$ cat config.mk
export PLATFORM = sky130hd
export DESIGN_NAME = ddr4_rx_lane_train_flat
export DESIGN_NICKNAME = d
export VERILOG_FILES = /design/src/rtl/ddr4_rx_pkg.sv /design/src/rtl/ddr4_rx_lane_train_if.sv /design/src/rtl/ddr4_rx_pulse_pacer.sv /design/src/rtl/ddr4_rx_lane_train.sv /design/src/flat_wrapper.sv
export SDC_FILE = /design/constraint.sdc
export NUM_CORES = 1
export LEC_CHECK = 0
export CAP_MARGIN = 20
export CORE_AREA = 4 4 108 110
export CTS_BUF_LIST = sky130_fd_sc_hd__clkbuf_4 sky130_fd_sc_hd__clkbuf_8
export DETAILED_ROUTE_END_ITERATION = 6
export DIE_AREA = 0 0 112 114
export PLACE_DENSITY = 0.73
export SLEW_MARGIN = 20
export SYNTH_ARGS = -nofsm -noshare
export SYNTH_HDL_FRONTEND = slang
export SYNTH_HIERARCHICAL = 1
export SYNTH_SLANG_ARGS = --single-unit
$ cat constraint.sdc
create_clock -name fab_clk -period 3.8 [get_ports fab_clk]
set_clock_uncertainty 0.2 [all_clocks]
set_input_delay 0.95 -clock fab_clk [delete_from_list [all_inputs] [get_ports fab_clk]]
set_output_delay 0.95 -clock fab_clk [all_outputs]
set_load 0.01 [all_outputs]
$ cat src/rtl/ddr4_rx_pkg.sv
// rtl/ddr4_rx_pkg.sv - shared types, defaults and pattern helper for the DDR4 read-lane trainer
package ddr4_rx_pkg;

  localparam int LANE_W = 8;
  localparam logic [7:0] TRAIN_PAT_DEF = 8'hB1;

  typedef enum logic [3:0] {
    ST_IDLE,
    ST_LOAD,
    ST_SCAN_SETTLE,
    ST_SCAN_SAMPLE,
    ST_SCAN_STEP,
    ST_CENTER_LOAD,
    ST_CENTER_MOVE,
    ST_ALIGN_SETTLE,
    ST_ALIGN_SAMPLE,
    ST_ALIGN_SLIP,
    ST_DONE,
    ST_FAIL
  } train_state_e;

  typedef enum logic [1:0] {
    PACE_LOAD,
    PACE_MOVE,
    PACE_SLIP
  } pace_kind_e;

  // True when word is any of the 8 bit-rotations of pat (framing not yet known).
  function automatic logic rot_match(input logic [7:0] word, input logic [7:0] pat);
    logic [15:0] dbl;
    logic        hit;
    dbl = {pat, pat};
    hit = 1'b0;
    for (int i = 0; i < 8; i++) begin
      if (dbl[i +: 8] == word) hit = 1'b1;
    end
    return hit;
  endfunction

endpackage

$ cat src/rtl/ddr4_rx_lane_train_if.sv
// rtl/ddr4_rx_lane_train_if.sv - receive-lane IOD connection (data in, delay/slip controls out)
interface ddr4_rx_lane_train_if;

  logic [ddr4_rx_pkg::LANE_W-1:0] rx_data;
  logic                           rx_valid;
  logic                           delay_line_out_of_range;
  logic                           rx_bit_slip;
  logic                           delay_line_load;
  logic                           delay_line_move;
  logic                           delay_line_direction;

  modport master (
    output rx_data,
    output rx_valid,
    output delay_line_out_of_range,
    input  rx_bit_slip,
    input  delay_line_load,
    input  delay_line_move,
    input  delay_line_direction
  );

  modport slave (
    input  rx_data,
    input  rx_valid,
    input  delay_line_out_of_range,
    output rx_bit_slip,
    output delay_line_load,
    output delay_line_move,
    output delay_line_direction
  );

endinterface

$ cat src/rtl/ddr4_rx_pulse_pacer.sv
// rtl/ddr4_rx_pulse_pacer.sv - single-cycle LOAD/MOVE/SLIP pulse generator with settle hold-off
module ddr4_rx_pulse_pacer
  import ddr4_rx_pkg::*;
#(
  parameter logic [7:0] SETTLE = 8'd4
) (
  input  logic       clk,
  input  logic       resetn,
  input  logic       req,
  input  pace_kind_e kind,
  output logic       ready,
  output logic       load_pulse,
  output logic       move_pulse,
  output logic       dir_out,
  output logic       slip_pulse
);

  logic [7:0] cnt;

  // cnt is loaded in the pulse cycle itself, so ready only returns after SETTLE quiet cycles.
  assign ready = (cnt == 8'd0);

  always_ff @(posedge clk) begin
    if (!resetn) begin
      cnt        <= 8'd0;
      load_pulse <= 1'b0;
      move_pulse <= 1'b0;
      dir_out    <= 1'b0;
      slip_pulse <= 1'b0;
    end else begin
      load_pulse <= 1'b0;
      move_pulse <= 1'b0;
      dir_out    <= 1'b0;
      slip_pulse <= 1'b0;
      if (req && ready) begin
        cnt        <= SETTLE;
        load_pulse <= (kind == PACE_LOAD);
        move_pulse <= (kind == PACE_MOVE);
        dir_out    <= (kind == PACE_MOVE);
        slip_pulse <= (kind == PACE_SLIP);
      end else if (cnt != 8'd0) begin
        cnt <= cnt - 8'd1;
      end
    end
  end

endmodule

$ cat src/rtl/ddr4_rx_lane_train.sv
// rtl/ddr4_rx_lane_train.sv - per-lane read training: eye scan, tap centring, bit-slip framing, aligned data out
module ddr4_rx_lane_train
  import ddr4_rx_pkg::*;
#(
  parameter logic [7:0] TRAIN_PAT = TRAIN_PAT_DEF,
  parameter logic [7:0] SETTLE    = 8'd4,
  parameter logic [7:0] SAMPLES   = 8'd8,
  parameter logic [7:0] MAX_TAPS  = 8'd128,
  parameter logic [7:0] MIN_EYE   = 8'd4
) (
  input  logic              fab_clk,
  input  logic              rx_sync_rst_n,
  input  logic              train_start,
  ddr4_rx_lane_train_if.slave iod,
  output logic              train_done,
  output logic              train_fail,
  output logic [7:0]        eye_start,
  output logic [7:0]        eye_width,
  output logic [7:0]        tap_pos,
  output logic [LANE_W-1:0] data_out,
  output logic              data_valid
);

  localparam logic [7:0] LAST_TAP = MAX_TAPS - 8'd1;

  train_state_e state;
  logic [7:0]   samp_cnt;
  logic         word_ok;
  logic [7:0]   run_start;
  logic [7:0]   run_len;
  logic [7:0]   moves_left;
  logic [3:0]   slip_cnt;

  logic         pace_req;
  pace_kind_e   pace_kind;
  logic         pace_ready;

  logic         last_sample;
  logic         rot_ok;
  logic         exact_ok;
  logic         scan_end;
  logic         run_wins;
  logic [7:0]   best_start;
  logic [7:0]   best_width;
  logic         restart;

  assign last_sample = iod.rx_valid && (samp_cnt == SAMPLES - 8'd1);
  assign rot_ok      = rot_match(iod.rx_data, TRAIN_PAT);
  assign exact_ok    = (iod.rx_data == TRAIN_PAT);
  assign scan_end    = (tap_pos == LAST_TAP) || iod.delay_line_out_of_range;
  assign restart     = train_start &&
                       ((state == ST_IDLE) || (state == ST_DONE) || (state == ST_FAIL));

  // Strictly longer replaces the stored eye, so the earlier run survives a tie.
  assign run_wins    = (run_len > eye_width);
  assign best_start  = run_wins ? run_start : eye_start;
  assign best_width  = run_wins ? run_len : eye_width;

  always_comb begin
    pace_req  = 1'b0;
    pace_kind = PACE_MOVE;
    case (state)
      ST_LOAD, ST_CENTER_LOAD: begin
        pace_req  = 1'b1;
        pace_kind = PACE_LOAD;
      end
      ST_SCAN_STEP:   pace_req = !scan_end;
      ST_CENTER_MOVE: pace_req = pace_ready && !iod.delay_line_out_of_range &&
                                 (moves_left != 8'd0);
      ST_ALIGN_SLIP: begin
        pace_req  = 1'b1;
        pace_kind = PACE_SLIP;
      end
      default: ;
    endcase
  end

  ddr4_rx_pulse_pacer #(
    .SETTLE(SETTLE)
  ) u_pacer (
    .clk       (fab_clk),
    .resetn    (rx_sync_rst_n),
    .req       (pace_req),
    .kind      (pace_kind),
    .ready     (pace_ready),
    .load_pulse(iod.delay_line_load),
    .move_pulse(iod.delay_line_move),
    .dir_out   (iod.delay_line_direction),
    .slip_pulse(iod.rx_bit_slip)
  );

  always_ff @(posedge fab_clk) begin
    if (!rx_sync_rst_n) begin
      state      <= ST_IDLE;
      samp_cnt   <= 8'd0;
      word_ok    <= 1'b0;
      run_start  <= 8'd0;
      run_len    <= 8'd0;
      moves_left <= 8'd0;
      slip_cnt   <= 4'd0;
      train_done <= 1'b0;
      train_fail <= 1'b0;
      eye_start  <= 8'd0;
      eye_width  <= 8'd0;
      tap_pos    <= 8'd0;
      data_out   <= '0;
      data_valid <= 1'b0;
    end else begin
      data_valid <= 1'b0;
      if (restart) begin
        train_done <= 1'b0;
        train_fail <= 1'b0;
        state      <= ST_LOAD;
      end
      case (state)
        ST_LOAD: begin
          tap_pos   <= 8'd0;
          eye_start <= 8'd0;
          eye_width <= 8'd0;
          run_start <= 8'd0;
          run_len   <= 8'd0;
          slip_cnt  <= 4'd0;
          state     <= ST_SCAN_SETTLE;
        end
        ST_SCAN_SETTLE: begin
          samp_cnt <= 8'd0;
          word_ok  <= 1'b1;
          if (pace_ready) state <= ST_SCAN_SAMPLE;
        end
        ST_SCAN_SAMPLE: begin
          if (last_sample) begin
            state <= ST_SCAN_STEP;
            if (word_ok && rot_ok) begin
              if (run_len == 8'd0) run_start <= tap_pos;
              if (run_len != 8'hFF) run_len <= run_len + 8'd1;
            end else begin
              eye_start <= best_start;
              eye_width <= best_width;
              run_len   <= 8'd0;
            end
          end else if (iod.rx_valid) begin
            samp_cnt <= samp_cnt + 8'd1;
            word_ok  <= word_ok && rot_ok;
          end
        end
        ST_SCAN_STEP: begin
          if (scan_end) begin
            // Close whatever run is still open at the last scanned tap.
            eye_start <= best_start;
            eye_width <= best_width;
            run_len   <= 8'd0;
            if (best_width < MIN_EYE) begin
              train_fail <= 1'b1;
              state      <= ST_FAIL;
            end else begin
              state <= ST_CENTER_LOAD;
            end
          end else begin
            tap_pos <= tap_pos + 8'd1;
            state   <= ST_SCAN_SETTLE;
          end
        end
        ST_CENTER_LOAD: begin
          tap_pos    <= 8'd0;
          moves_left <= eye_start + (eye_width >> 1);
          state      <= ST_CENTER_MOVE;
        end
        ST_CENTER_MOVE: begin
          // Range flag is only trusted once the previous pulse has settled.
          if (pace_ready) begin
            if (iod.delay_line_out_of_range) begin
              train_fail <= 1'b1;
              state      <= ST_FAIL;
            end else if (moves_left != 8'd0) begin
              moves_left <= moves_left - 8'd1;
              tap_pos    <= tap_pos + 8'd1;
            end else begin
              state <= ST_ALIGN_SETTLE;
            end
          end
        end
        ST_ALIGN_SETTLE: begin
          samp_cnt <= 8'd0;
          word_ok  <= 1'b1;
          if (pace_ready) state <= ST_ALIGN_SAMPLE;
        end
        ST_ALIGN_SAMPLE: begin
          if (last_sample) begin
            if (word_ok && exact_ok) begin
              train_done <= 1'b1;
              state      <= ST_DONE;
            end else if (slip_cnt == 4'd8) begin
              train_fail <= 1'b1;
              state      <= ST_FAIL;
            end else begin
              state <= ST_ALIGN_SLIP;
            end
          end else if (iod.rx_valid) begin
            samp_cnt <= samp_cnt + 8'd1;
            word_ok  <= word_ok && exact_ok;
          end
        end
        ST_ALIGN_SLIP: begin
          slip_cnt <= slip_cnt + 4'd1;
          state    <= ST_ALIGN_SETTLE;
        end
        ST_DONE: begin
          data_out   <= iod.rx_data;
          data_valid <= iod.rx_valid && !restart;
        end
        default: ;
      endcase
    end
  end

endmodule

$ cat src/flat_wrapper.sv
// flat-port wrapper written by rule: the top's interface ports become plain ports
module ddr4_rx_lane_train_flat import ddr4_rx_pkg::*;
#(
  parameter logic [7:0] TRAIN_PAT = TRAIN_PAT_DEF,
  parameter logic [7:0] SETTLE    = 8'd4,
  parameter logic [7:0] SAMPLES   = 8'd8,
  parameter logic [7:0] MAX_TAPS  = 8'd128,
  parameter logic [7:0] MIN_EYE   = 8'd4
)
  (fab_clk, rx_sync_rst_n, train_start, train_done, train_fail, eye_start, eye_width, tap_pos, data_out, data_valid, iod_rx_data, iod_rx_valid, iod_delay_line_out_of_range, iod_rx_bit_slip, iod_delay_line_load, iod_delay_line_move, iod_delay_line_direction);
  ddr4_rx_lane_train_if iod_i ();
  input  logic fab_clk;
  input  logic rx_sync_rst_n;
  input  logic train_start;
  output logic train_done;
  output logic train_fail;
  output logic [7:0] eye_start;
  output logic [7:0] eye_width;
  output logic [7:0] tap_pos;
  output logic [LANE_W-1:0] data_out;
  output logic data_valid;
  input wire logic [$bits(iod_i.rx_data)-1:0] iod_rx_data;
  input wire logic [$bits(iod_i.rx_valid)-1:0] iod_rx_valid;
  input wire logic [$bits(iod_i.delay_line_out_of_range)-1:0] iod_delay_line_out_of_range;
  output wire logic [$bits(iod_i.rx_bit_slip)-1:0] iod_rx_bit_slip;
  output wire logic [$bits(iod_i.delay_line_load)-1:0] iod_delay_line_load;
  output wire logic [$bits(iod_i.delay_line_move)-1:0] iod_delay_line_move;
  output wire logic [$bits(iod_i.delay_line_direction)-1:0] iod_delay_line_direction;
  assign iod_i.rx_data = iod_rx_data;
  assign iod_i.rx_valid = iod_rx_valid;
  assign iod_i.delay_line_out_of_range = iod_delay_line_out_of_range;
  assign iod_rx_bit_slip = iod_i.rx_bit_slip;
  assign iod_delay_line_load = iod_i.delay_line_load;
  assign iod_delay_line_move = iod_i.delay_line_move;
  assign iod_delay_line_direction = iod_i.delay_line_direction;
  ddr4_rx_lane_train #(.TRAIN_PAT(TRAIN_PAT), .SETTLE(SETTLE), .SAMPLES(SAMPLES), .MAX_TAPS(MAX_TAPS), .MIN_EYE(MIN_EYE)) u_core (.fab_clk(fab_clk), .rx_sync_rst_n(rx_sync_rst_n), .train_start(train_start), .iod(iod_i), .train_done(train_done), .train_fail(train_fail), .eye_start(eye_start), .eye_width(eye_width), .tap_pos(tap_pos), .data_out(data_out), .data_valid(data_valid));
endmodule
==> summary.md, run 1 <==
| Metric | Value |
|---|---|
| Boundary Pins | 52 |
| Fin cells | 789 |
| Post-Place Worst Slack | -4.551 ps |
| Crit end category | flop |
| Worst-path clk slew | 80 ps |
| Crit path buf inv count | 1 |
| Post-synth top area share | 0.3471 |
| Total grt overflow | 0 |
| Slew margin rel. | 0.4704 |
| Post-CTS sizing | 0 |
| Worst EP arrival | 3620 ps |
| Most frequent cell after synthesis | dfxtp_1 |
| Chip width | 112 um |
| Rows | 38 |
| Skew-Pair Late Insertion Delay | 360 ps |
| FFs w/ async S/R, synth | 0 |
| CTS max path bufs | 2 |
| Tot GR Track Use | 0.2045 |
| Sequential area share after synthesis | 0.3471 |
| Endpoints failing setup | 0 |
| Starting Density | 0.4690 |
| Pleak | 2.092 nW |
| Final Worst Setup Slack | 233.6 ps |
| CTS Root Cell | clkbuf_8 |
| Final Hold Violating Endpoints | 0 |
| Synth Net Count | 638 |
| Die area | 12,770 sq um |
| CP Launch Type | input pin |
| Port bufs | 51 |
| Synth unique cells | 71 |
| Area Overhead vs Synth | 16.96% |
| Placer Congestion | 0.8614 |
| ANT cells | 0 |
| Vias in the first global route | 4,547 |
| Crit Path Max Fanout | 12 |
| Post-Synthesis Cells | 601 |
| Critical Path Slowest Stage Cell | clkdlybuf4s50_1 |
| Hold WS | 269.2 ps |
| Number of fill cells | 990 |
| Setup bufs post-CTS | 0 |
| WS Path Type | in -> reg |
| Inst Count DP | 774 |
| Remaining antenna violation count after routing | 0 |
| Max Slew Vio Count | 0 |
| Starting DRT DRC Count | 392 |
| Slew @ Worst Pin | 793.3 ps |
| Via count | 4,666 |
| Max VDD drop | 0.0003366 V |
| Die height | 114 um |
| Pwr per Cell Area | 500.7 nW/um^2 |
| Worst hold path type | reg -> reg |
| Core box area | 10,700 sq um |
| Crit-path cells | clkdlybuf4s50_1, nor4bb_1, o2111ai_1, a41oi_1, and2_2, nor2b_1, and3_1, a32o_1 |
| Synth Flop Type | dfxtp_1 |
| H-tree Lvls | 3 |
| Seq cells post-synth | 87 |
| Synth area leader | dfxtp_1 |
| Top cells by area, synth | dfxtp_1 35%, ha_1 5.7%, nor2_1 5.5% |
| Layout cells sized above 1 | 0.06009 |
| Global-route wire length before repair | 21,650 um |
| Crit-path max cell delay | 590 ps |
| RSZ-0062 raised after global routing | no |
| Crit share post-route | 0.9385 |
| Drt drc | 0 |
| Status | completed |
| Post-Syn Area | 5017 sq um |
| Max cap viols | 0 |
| Critical path's top delay family | simple AND/OR/NAND/NOR gates |
| Clock sinks | 87 |
| Routed WL per cell | 15.94 um |
| Most common library cells after synthesis | 87 x dfxtp_1, 73 x nor2_1, 56 x nand2_1 |
| CTS Buf Count | 9 |
| Post-route minimum period | 3566 ps |
| EDFF count, synth | 0 |
| Synthesized area per cell | 8.348 sq um |
| Critical path data required time | 3850 ps |
| DP HPWL | 9128 um |
| Initial antenna violation count | 0 |
| Vias per cell | 5.914 |
| Total Wirelength | 12,580 um |
| CTS Hold Buffers Added | 0 |
| Final nets | 682 |
| Fmax | 280.4 MHz |
| Yosys warning count | 6 |
| Total negative slack | 0 ps |
| Drt pass-1 iters | 5 |
| Largest net degree at the start of global routing | 54 |
| CTS tree | built |
path summary, 6_finish.rpt:
| kind | to | slack, ps | from | depth (start not counted) |
|---|---|---|---|---|
| max | u_core/eye_width[4] | 230 | iod_rx_data[7] | 8 |
| min reg2reg | u_core/eye_start[2] | 270 | u_core/run_start[2] | 2 |
| min | u_core/eye_start[2] | 270 | u_core/run_start[2] | 2 |
| max reg2reg | u_core/tap_pos[5] | 780 | u_core/u_pacer/cnt[0] | 10 |
cell families (layout without fill, tap and decap cells):
kind of cell / Yosys count / in the layout / synth area share
DFF: 87 / 87 / 0.3471
muxes: 18 / 18 / 0.03616
adders and majority gates: 24 / 24 / 0.06135
buffers and inverters: 54 / 102 / 0.04913
AOI/OAI and AO/OA: 139 / 139 / 0.1930
xor gates and xnor gates: 21 / 21 / 0.03666
and+or+nand+nor: 258 / 258 / 0.2766
state kept, by name, indices dropped and copies added (netlist names), 8 cells and up:
signal / count
u_core/moves_left: 8
u_core/eye_width: 8
u_core/samp_cnt: 8
u_core/eye_start: 8
u_core/tap_pos: 8
u_core/u_pacer/cnt: 8
u_core/run_start: 8
u_core/run_len: 8
u_core/data_out: 8
power breakdown:
group	total [mW]	switching, mW	internal (mW)
Clock	0.782	0.330	0.452
Sequential	1.12	0.129	0.991
Combinational	1.04	0.630	0.407
Total	2.94	1.09	1.85
layer usage:
layer,up-vias,global-route usage,wire [um]
met3,30,0.04509,687
li1,2281,-,-
met5,-,0,0
met2,160,0.3357,5713
met4,0,0.08093,315
met1,2195,0.2632,5860
final cells by class:
type	count	area, sq um	area share
multi-input combinational	460	3033	0.5168
clock inverter	5	106.4	0.01812
timing repair buffer	60	573.1	0.09765
sequential	87	1742	0.2968
inverter	27	101.3	0.01727
clock buffer	10	137.6	0.02345
tap	140	175.2	0.02985
tightest hold or removal path, stage by stage (launching register included):
cell and delay [ps]:
dfxtp_1 320, nand2_1 60, mux2i_1 50
cells in the final DEF (no fill, tap or decap), types with 10 or more instances in the layout:
cell type	instances
dfxtp_1	87
nor2_1	73
nand2_1	56
clkdlybuf4s50_1	50
a21oi_1	34
o21ai_0	34
nand3_1	32
inv_1	25
ha_1	23
mux2i_1	17
nor3_1	14
xor2_1	14
nand2b_1	12
a32o_1	12
nand4_1	11
clkbuf_8	10
nor4bb_1	10
through the flow:
stage / total power [mW] / utilization / area [sq um]
floorplan: 1.900 / - / 5017
global placement: 2.127 / 0.5254 / 5620
detailed placement: 2.153 / 0.5254 / 5620
CTS: 2.944 / 0.5482 / 5864
global route: 3.132 / 0.5485 / 5868
finish: 2.938 / 0.5485 / 5868
(Power assumes the default switching activity.)
==> inputs of run 2 (changes only) <==
ABC_AREA = 1   (was default)
CORE_AREA = 4 4 110 112   (was 4 4 108 110)
DIE_AREA = 0 0 114 116   (was 0 0 112 114)
==> run 2 against run 1 <==
Against the previous run: die area is 3.6% higher; clock-buffer cell count increased by 4; core utilization decreased by 0.22 points; via count up 8.4%.
==> summary.md, run 2 <==
| Metric | Value |
|---|---|
| Status | completed |
| Seq cells post-synth | 87 (unchanged) |
| Final Worst Setup Slack | 1050 ps (+816.6 ps) |
| Commonest non-fill, non-tap cell in the layout | nand2_1 |
| Register-to-Register Path Depth | 12 (+2) |
| Post-Syn Area | 5248 sq um (+4.6%) |
| Vias per cell | 5.210 (-12%) |
| Pleak | 2.621 nW (+25%) |
| Crit-path max cell delay | 580 ps (about the same) |
| Total negative slack | 0 ps (unchanged) |
| Most common library cells after synthesis | 159 x nand2_1, 99 x nor2_1, 97 x inv_1 |
| Crit share post-route | 0.7236 (-0.2149) |
| Layout cells sized above 1 | 0.09300 (+0.03290) |
| Multiplexer share of the synthesized area | 0 (-0.03616) |
| Hold Path End | u_core/u_pacer/cnt[0] |
| Drt pass-1 iters | 6 (+1) |
| Endpoints failing setup | 0 (unchanged) |
| Met2 Use GR | 0.2978 (-0.03792) |
| Critical path data required time | 3860 ps (about the same) |
| Fmax | 363.7 MHz (+30%) |
| Rows | 39 (+2.6%) |
| Total Wirelength | 12,780 um (+1.6%) |
| Via count | 5,059 (+8.4%) |
| DP HPWL | 9791 um (+7.3%) |
| CTS Hold Buffers Added | 0 (unchanged) |
| Hold Path Origin | u_core/u_pacer/cnt[0] |
| Inst Count DP | 955 (+23%) |
| Chip width | 114 um (+1.8%) |
| Top cells by area, synth | dfxtp_1 33%, nand2_1 11%, nor2_1 7.1% |
| Boundary Pins | 52 (unchanged) |
| Post-route minimum period | 2750 ps (-816.6 ps) |
| Crit path top cell by count | nand2_1 |
| Max Slew Vio Count | 0 (unchanged) |
| EDFF count, synth | 0 (unchanged) |
| Routed WL per cell | 13.16 um (-17%) |
| Global-route wire length before repair | 21,360 um (-1.3%) |
| Worst hold path type | reg -> reg |
| Skew-Pair Late Insertion Delay | 360 ps (about the same) |
| Starting Density | 0.4676 (-0.001447) |
| CP Launch Type | input pin |
| FF-to-FF End | u_core/state[3] |
| Area Overhead vs Synth | 16.86% (about the same) |
| Yosys warning count | 6 (unchanged) |
| Critical Path Slowest Stage Cell | clkdlybuf4s50_1 |
| Number of fill cells | 1,129 (+14%) |
| Total grt overflow | 0 (unchanged) |
| Post-Synthesis Cells | 767 (+28%) |
| Tot GR Track Use | 0.1991 (-0.005441) |
| Worst EP arrival | 2810 ps (-810 ps) |
| CTS Buf Count | 9 (unchanged) |
| Worst-path clk slew | 80 ps (about the same) |
| Setup bufs post-CTS | 0 (unchanged) |
| Fin cells | 971 (+23%) |
| Crit end category | flop |
| Die area | 13,220 sq um (+3.6%) |
| Most frequent cell after synthesis | nand2_1 |
| Initial antenna violation count | 0 (unchanged) |
| Reg-to-reg startpoint | u_core/eye_width[7] |
| WS Path Type | in -> reg |
| Synthesized area per cell | 6.842 sq um (-18%) |
| CTS tree | built |
| Post-CTS sizing | 0 (unchanged) |
| Core box area | 11,220 sq um (+4.9%) |
| Slew @ Worst Pin | 730.8 ps (-62.51 ps) |
| CTS Root Cell | clkbuf_8 |
| Synth unique cells | 48 (-32%) |
| Max VDD drop | 0.0003401 V (+1.0%) |
| ANT cells | 0 (unchanged) |
| Slew margin rel. | 0.5110 (+0.04060) |
| Vias in the first global route | 4,513 (-0.75%) |
| R2r setup slk | 1260 ps (+480 ps) |
| FFs w/ async S/R, synth | 0 (unchanged) |
| Multi-input gate area | 3063 sq um (+0.99%) |
| Die height | 116 um (+1.8%) |
| GRT Max-Usage Layer | met2 |
| Pwr per Cell Area | 526.4 nW/um^2 (+5.1%) |
| Synth area leader | dfxtp_1 |
| Sequential area share after synthesis | 0.3319 (-0.01523) |
| RSZ-0062 raised after global routing | no |
| Crit Path Max Fanout | 9 (-3) |
| CTS max path bufs | 2 (unchanged) |
| Drt drc | 0 (unchanged) |
| Final nets | 860 (+26%) |
| Area share of xor/xnor cells in the synthesized design | 0.02504 (-0.01162) |
| Synth Flop Type | dfxtp_1 |
| Post-Place Worst Slack | 662.0 ps (+666.6 ps) |
| Largest net degree at the start of global routing | 30 (-44%) |
| Largest family of logic cells by synthesized area | simple AND/OR/NAND/NOR gates |
| Adder-cell share of the synthesized area | 0.05866 (-0.002691) |
| Max cap viols | 0 (unchanged) |
| Remaining antenna violation count after routing | 0 (unchanged) |
| Crit-path cells | clkdlybuf4s50_1, nand2_1, nor3_2, nand2_1, o21ai_0, nand2_1, nand3_1, nand2_1, inv_1, nand2_2, nand2_4, inv_2, nor2_1, nor2_1 |
| Placer Congestion | 0.9248 (+7.4%) |
| Commonest non-fill, non-tap cells in the layout | 159 x nand2_1, 99 x nor2_1, 97 x inv_1, 87 x dfxtp_1, 53 x nand3_1 |
| GR Layer Usage met3 | 0.03238 (-0.01272) |
| Final Hold Violating Endpoints | 0 (unchanged) |
| Sequential cell area | 1742 sq um (unchanged) |
| Met1 Use GR | 0.2848 (+0.02163) |
| Hold Path Stages | 2 (unchanged) |
| Post-synth top area share | 0.3319 (-0.01523) |
| Synth Area in Compound Gates | 0.1345 (-0.05854) |
| H-tree Lvls | 3 (unchanged) |
| Synth Net Count | 804 (+26%) |
| Clock sinks | 87 (unchanged) |
| Port bufs | 51 (unchanged) |
| Starting DRT DRC Count | 349 (-11%) |
| Post-Synth Simple-Gate Area | 0.3655 (+0.08896) |
-- run 2: layout make-up --
| cell class | instances | share of cell area |
|---|---|---|
| repair buffers | 54 | 0.08610 |
| clock buffers | 14 | 0.02938 |
| clock inverters | 2 | 0.006121 |
| well taps | 143 | 0.02918 |
| inverters | 106 | 0.06570 |
| multi-input cells | 565 | 0.4995 |
| flip-flops and latches | 87 | 0.2840 |
-- run 2: logic make-up (layout without fill, tap and decap cells) --
kind of cell    after synthesis  count (layout)
compound gates              126             126
xor+xnor                     15              15
fa+ha+maj                    24              24
buf+inv                     115             176
flops                        87              87
simple gates                400             400
-- run 2: metrics by stage --
step / total power, mW / util / hold WS [ps] / instance area [sq um]
floorplan: 2.177 / - / 236.0 / 5248
global placement: 2.525 / 0.5270 / 246.8 / 5914
detailed placement: 2.538 / 0.5270 / 258.6 / 5914
CTS: 3.242 / 0.5464 / 270.8 / 6132
global route: 3.479 / 0.5464 / 285.1 / 6132
finish: 3.228 / 0.5464 / 266.9 / 6132
-- run 2: metal layers --
metal	share of wire	vias to the layer above
met3	0.050	19
met5	0	-
li1	-	2628
met1	0.50	2276
met4	0.018	0
met2	0.44	136
-- run 2: worst max path at each step --
stage,start,endpoint,slack (ps),depth (start not counted)
6_report,iod_rx_data[2],u_core/run_start[7],1050,14
5_1_grt,iod_rx_data[0],u_core/run_start[1],810,14
4_1_cts,iod_rx_data[0],u_core/run_start[0],1050,14
3_5_place_dp,iod_rx_data[0],u_core/run_start[0],660,14
3_3_place_gp,iod_rx_data[0],u_core/run_start[7],730,14
2_1_floorplan,iod_rx_data[1],u_core/run_start[0],1480,14
-- run 2: power breakdown --
part / switching, mW / internal [mW] / leakage (nW)
Combinational: 0.890 / 0.479 / 1.81
Sequential: 0.123 / 1.04 / 0.705
Clock: 0.322 / 0.373 / 0.110
Total: 1.33 / 1.89 / 2.62
-- run 2: critical path, delay by kind of cell --
| family | cells | cell delay, ps |
|---|---|---|
| AOI/OAI and AO/OA | 1 | 80 |
| buffers and inverters | 3 | 780 |
| and+or+nand+nor | 10 | 980 |
==> inputs of run 3 (changes only) <==
clock period = 2.8 ns   (was 3.8 ns; I/O delays follow)
==> run 3 against run 2 <==
Against the previous run: die area did not move; sequential power increased by 36%; combinational power increased by 36%; register-to-register slack worse by 940 ps; routed wire length hardly changed; first-iteration DRC count decreased by 1.4%; clock power rose by 30%; design area increased by 0.37%; clock-buffer cell count down 3; core utilization is 0.20 points higher; largest cell class unchanged.
==> summary.md, run 3 (synthesis gave the netlist of run 2 again) <==
| Metric | Value |
|---|---|
| Status | completed |
| Remaining antenna violation count after routing | 0 (unchanged) |
| Tot GR Track Use | 0.1952 (-0.003940) |
| Pleak | 2.642 nW (+0.82%) |
| CTS tree | built |
| CP Launch Type | flop |
| Crit end category | flop |
| Final nets | 865 (+0.58%) |
| Starting DRT DRC Count | 344 (-1.4%) |
| Clock Power Share | 0.208 (-0.007) |
| Layout cells sized above 1 | 0.09844 (+0.005444) |
| CTS Buf Count | 9 (unchanged) |
| Post-route minimum period | 2483 ps |
| Routed WL per cell | 13.09 um (-0.56%) |
| ANT cells | 0 (unchanged) |
| Worst-path clk slew | 90 ps (about the same) |
| Seq pwr share | 0.363 (+0.002) |
| Die area | 13,220 sq um (unchanged) |
| Total grt overflow | 0 (unchanged) |
| Max cap viols | 0 (unchanged) |
| Area Overhead vs Synth | 17.29% |
| Vias per cell | 5.185 (-0.47%) |
| Switching fraction of total power | 0.4217 (+0.008225) |
| Slew margin rel. | 0.6599 (+0.1489) |
| Via count | 5,061 (+0.040%) |
| DP HPWL | 9720 um (-0.73%) |
| Initial antenna violation count | 0 (unchanged) |
| CTS Root Cell | clkbuf_8 |
| Setup bufs post-CTS | 0 (unchanged) |
| Final core occ | 0.5484 (+0.002007) |
| Critical path data required time | 2890 ps (-970 ps) |
| Crit share post-route | 0.8868 |
| Inst Count DP | 960 (+0.52%) |
| Fin cells | 976 (+0.51%) |
| Hold WS | 274.4 ps (+7.432 ps) |
| RSZ-0062 raised after global routing | no |
| CTS max path bufs | 2 (unchanged) |
| Combinational share of power | 0.430 (+0.006) |
| Internal | 2.516 mW (+33%) |
| Switching power | 1.835 mW (+37%) |
| Drt drc | 0 (unchanged) |
| Drt pass-1 iters | 5 (-1) |
| Crit Path Max Fanout | 10 (+1) |
| Total negative slack | 0 ps (unchanged) |
| Commonest non-fill, non-tap cell in the layout | nand2_1 |
| Post-CTS sizing | 0 (unchanged) |
| Slew @ Worst Pin | 508.3 ps (-222.5 ps) |
| Commonest non-fill, non-tap cells in the layout | 159 x nand2_1, 99 x nor2_1, 97 x inv_1, 87 x dfxtp_1, 53 x nand3_1 |
| Final Hold Violating Endpoints | 0 (unchanged) |
| Worst hold path type | reg -> reg |
| H-tree Lvls | 3 (unchanged) |
| Worst EP arrival | 2570 ps (-240 ps) |
| Placer Congestion | 0.8771 (-5.2%) |
| Vias in the first global route | 4,466 (-1.0%) |
| Port bufs | 51 (unchanged) |
| Clock sinks | 87 (unchanged) |
| Largest net degree at the start of global routing | 29 (-3.3%) |
| Skew-Pair Late Insertion Delay | 360 ps (about the same) |
| Chip width | 114 um (unchanged) |
| Max Slew Vio Count | 0 (unchanged) |
| Global-route wire length before repair | 21,020 um (-1.6%) |
| Pwr per Cell Area | 706.9 nW/um^2 (+34%) |
| Core box area | 11,220 sq um (unchanged) |
| Max VDD drop | 0.0003850 V (+13%) |
| WS Path Type | reg -> reg |
| Rows | 39 (unchanged) |
| Endpoints failing setup | 0 (unchanged) |
| Fmax | 402.7 MHz |
| Starting Density | 0.4676 (unchanged) |
| CTS Hold Buffers Added | 0 (unchanged) |
| Die height | 116 um (unchanged) |
| Boundary Pins | 52 (unchanged) |
| Total Wirelength | 12,770 um (about the same) |
==> run 3: changes by cell type in the layout (fill, tap and decap cells not counted), sizes merged <==
cell,delta
clkinvlp,-1
buf,+5
clkinv,+4
clkbuf,-3
==> run 3: per-layer routing <==
layer / vias up / GRT usage / share of wire / wire length, um
met4: 0 / 0.07443 / 0.019 / 244
met5: - / 0 / 0 / 0
met1: 2266 / 0.2799 / 0.50 / 6344
met3: 19 / 0.03029 / 0.048 / 613
li1: 2640 / - / - / -
met2: 136 / 0.2951 / 0.44 / 5569
==> run 3: path summary, 6_finish.rpt <==
path | from | to | slack [ps] | depth (start not counted)
hold / removal | u_core/u_pacer/cnt[0] | u_core/u_pacer/cnt[0] | 270 | 2
setup / recovery | u_core/eye_width[7] | u_core/train_fail | 320 | 12
setup reg to reg | u_core/eye_width[7] | u_core/train_fail | 320 | 12
hold reg to reg | u_core/u_pacer/cnt[0] | u_core/u_pacer/cnt[0] | 270 | 2
==> run 3: per-stage QoR <==
| stage | total power [mW] | cell area, sq um | setup slack, ps |
|---|---|---|---|
| after global routing | 4.666 | 6155 | 80.20 |
| after detailed placement | 3.447 | 5952 | -4.043 |
| final | 4.351 | 6155 | 317.0 |
| after global placement | 3.440 | 5952 | 25.79 |
| after CTS | 4.365 | 6155 | 282.5 |
| after floorplan | 2.954 | 5248 | 680.6 |
==> run 3: power by group through the flow <==
stage / Sequential (mW) / Clock (mW) / Combinational (mW)
floorplan: 1.59 / 0 / 1.36
finish: 1.58 / 0.903 / 1.87
detailed placement: 1.60 / 0 / 1.85
global placement: 1.60 / 0 / 1.84
CTS: 1.58 / 0.934 / 1.86
global route: 1.60 / 0.978 / 2.09
==> run 3: worst max-delay path: stages, from the launching register on <==
cell and delay [ps]:
dfxtp_1 390, inv_1 110, ha_1 320, a21o_1 180
nor2_1 130, nand2_2 130, nand2_2 200, nand2_1 70
nand2_1 90, nand2_1 80, nor2_1 210, nand3_1 170
a21oi_1 140
==> run 3: area by class of cell <==
class                   instances  area [sq um]
repair buffers                 59         565.5
flip-flops and latches         87          1742
fillers                      1108          5069
multi-input cells             565          3063
clock buffers                  11         145.1
clock inverters                 5         57.56
well taps                     143         178.9
inverters                     106         402.9
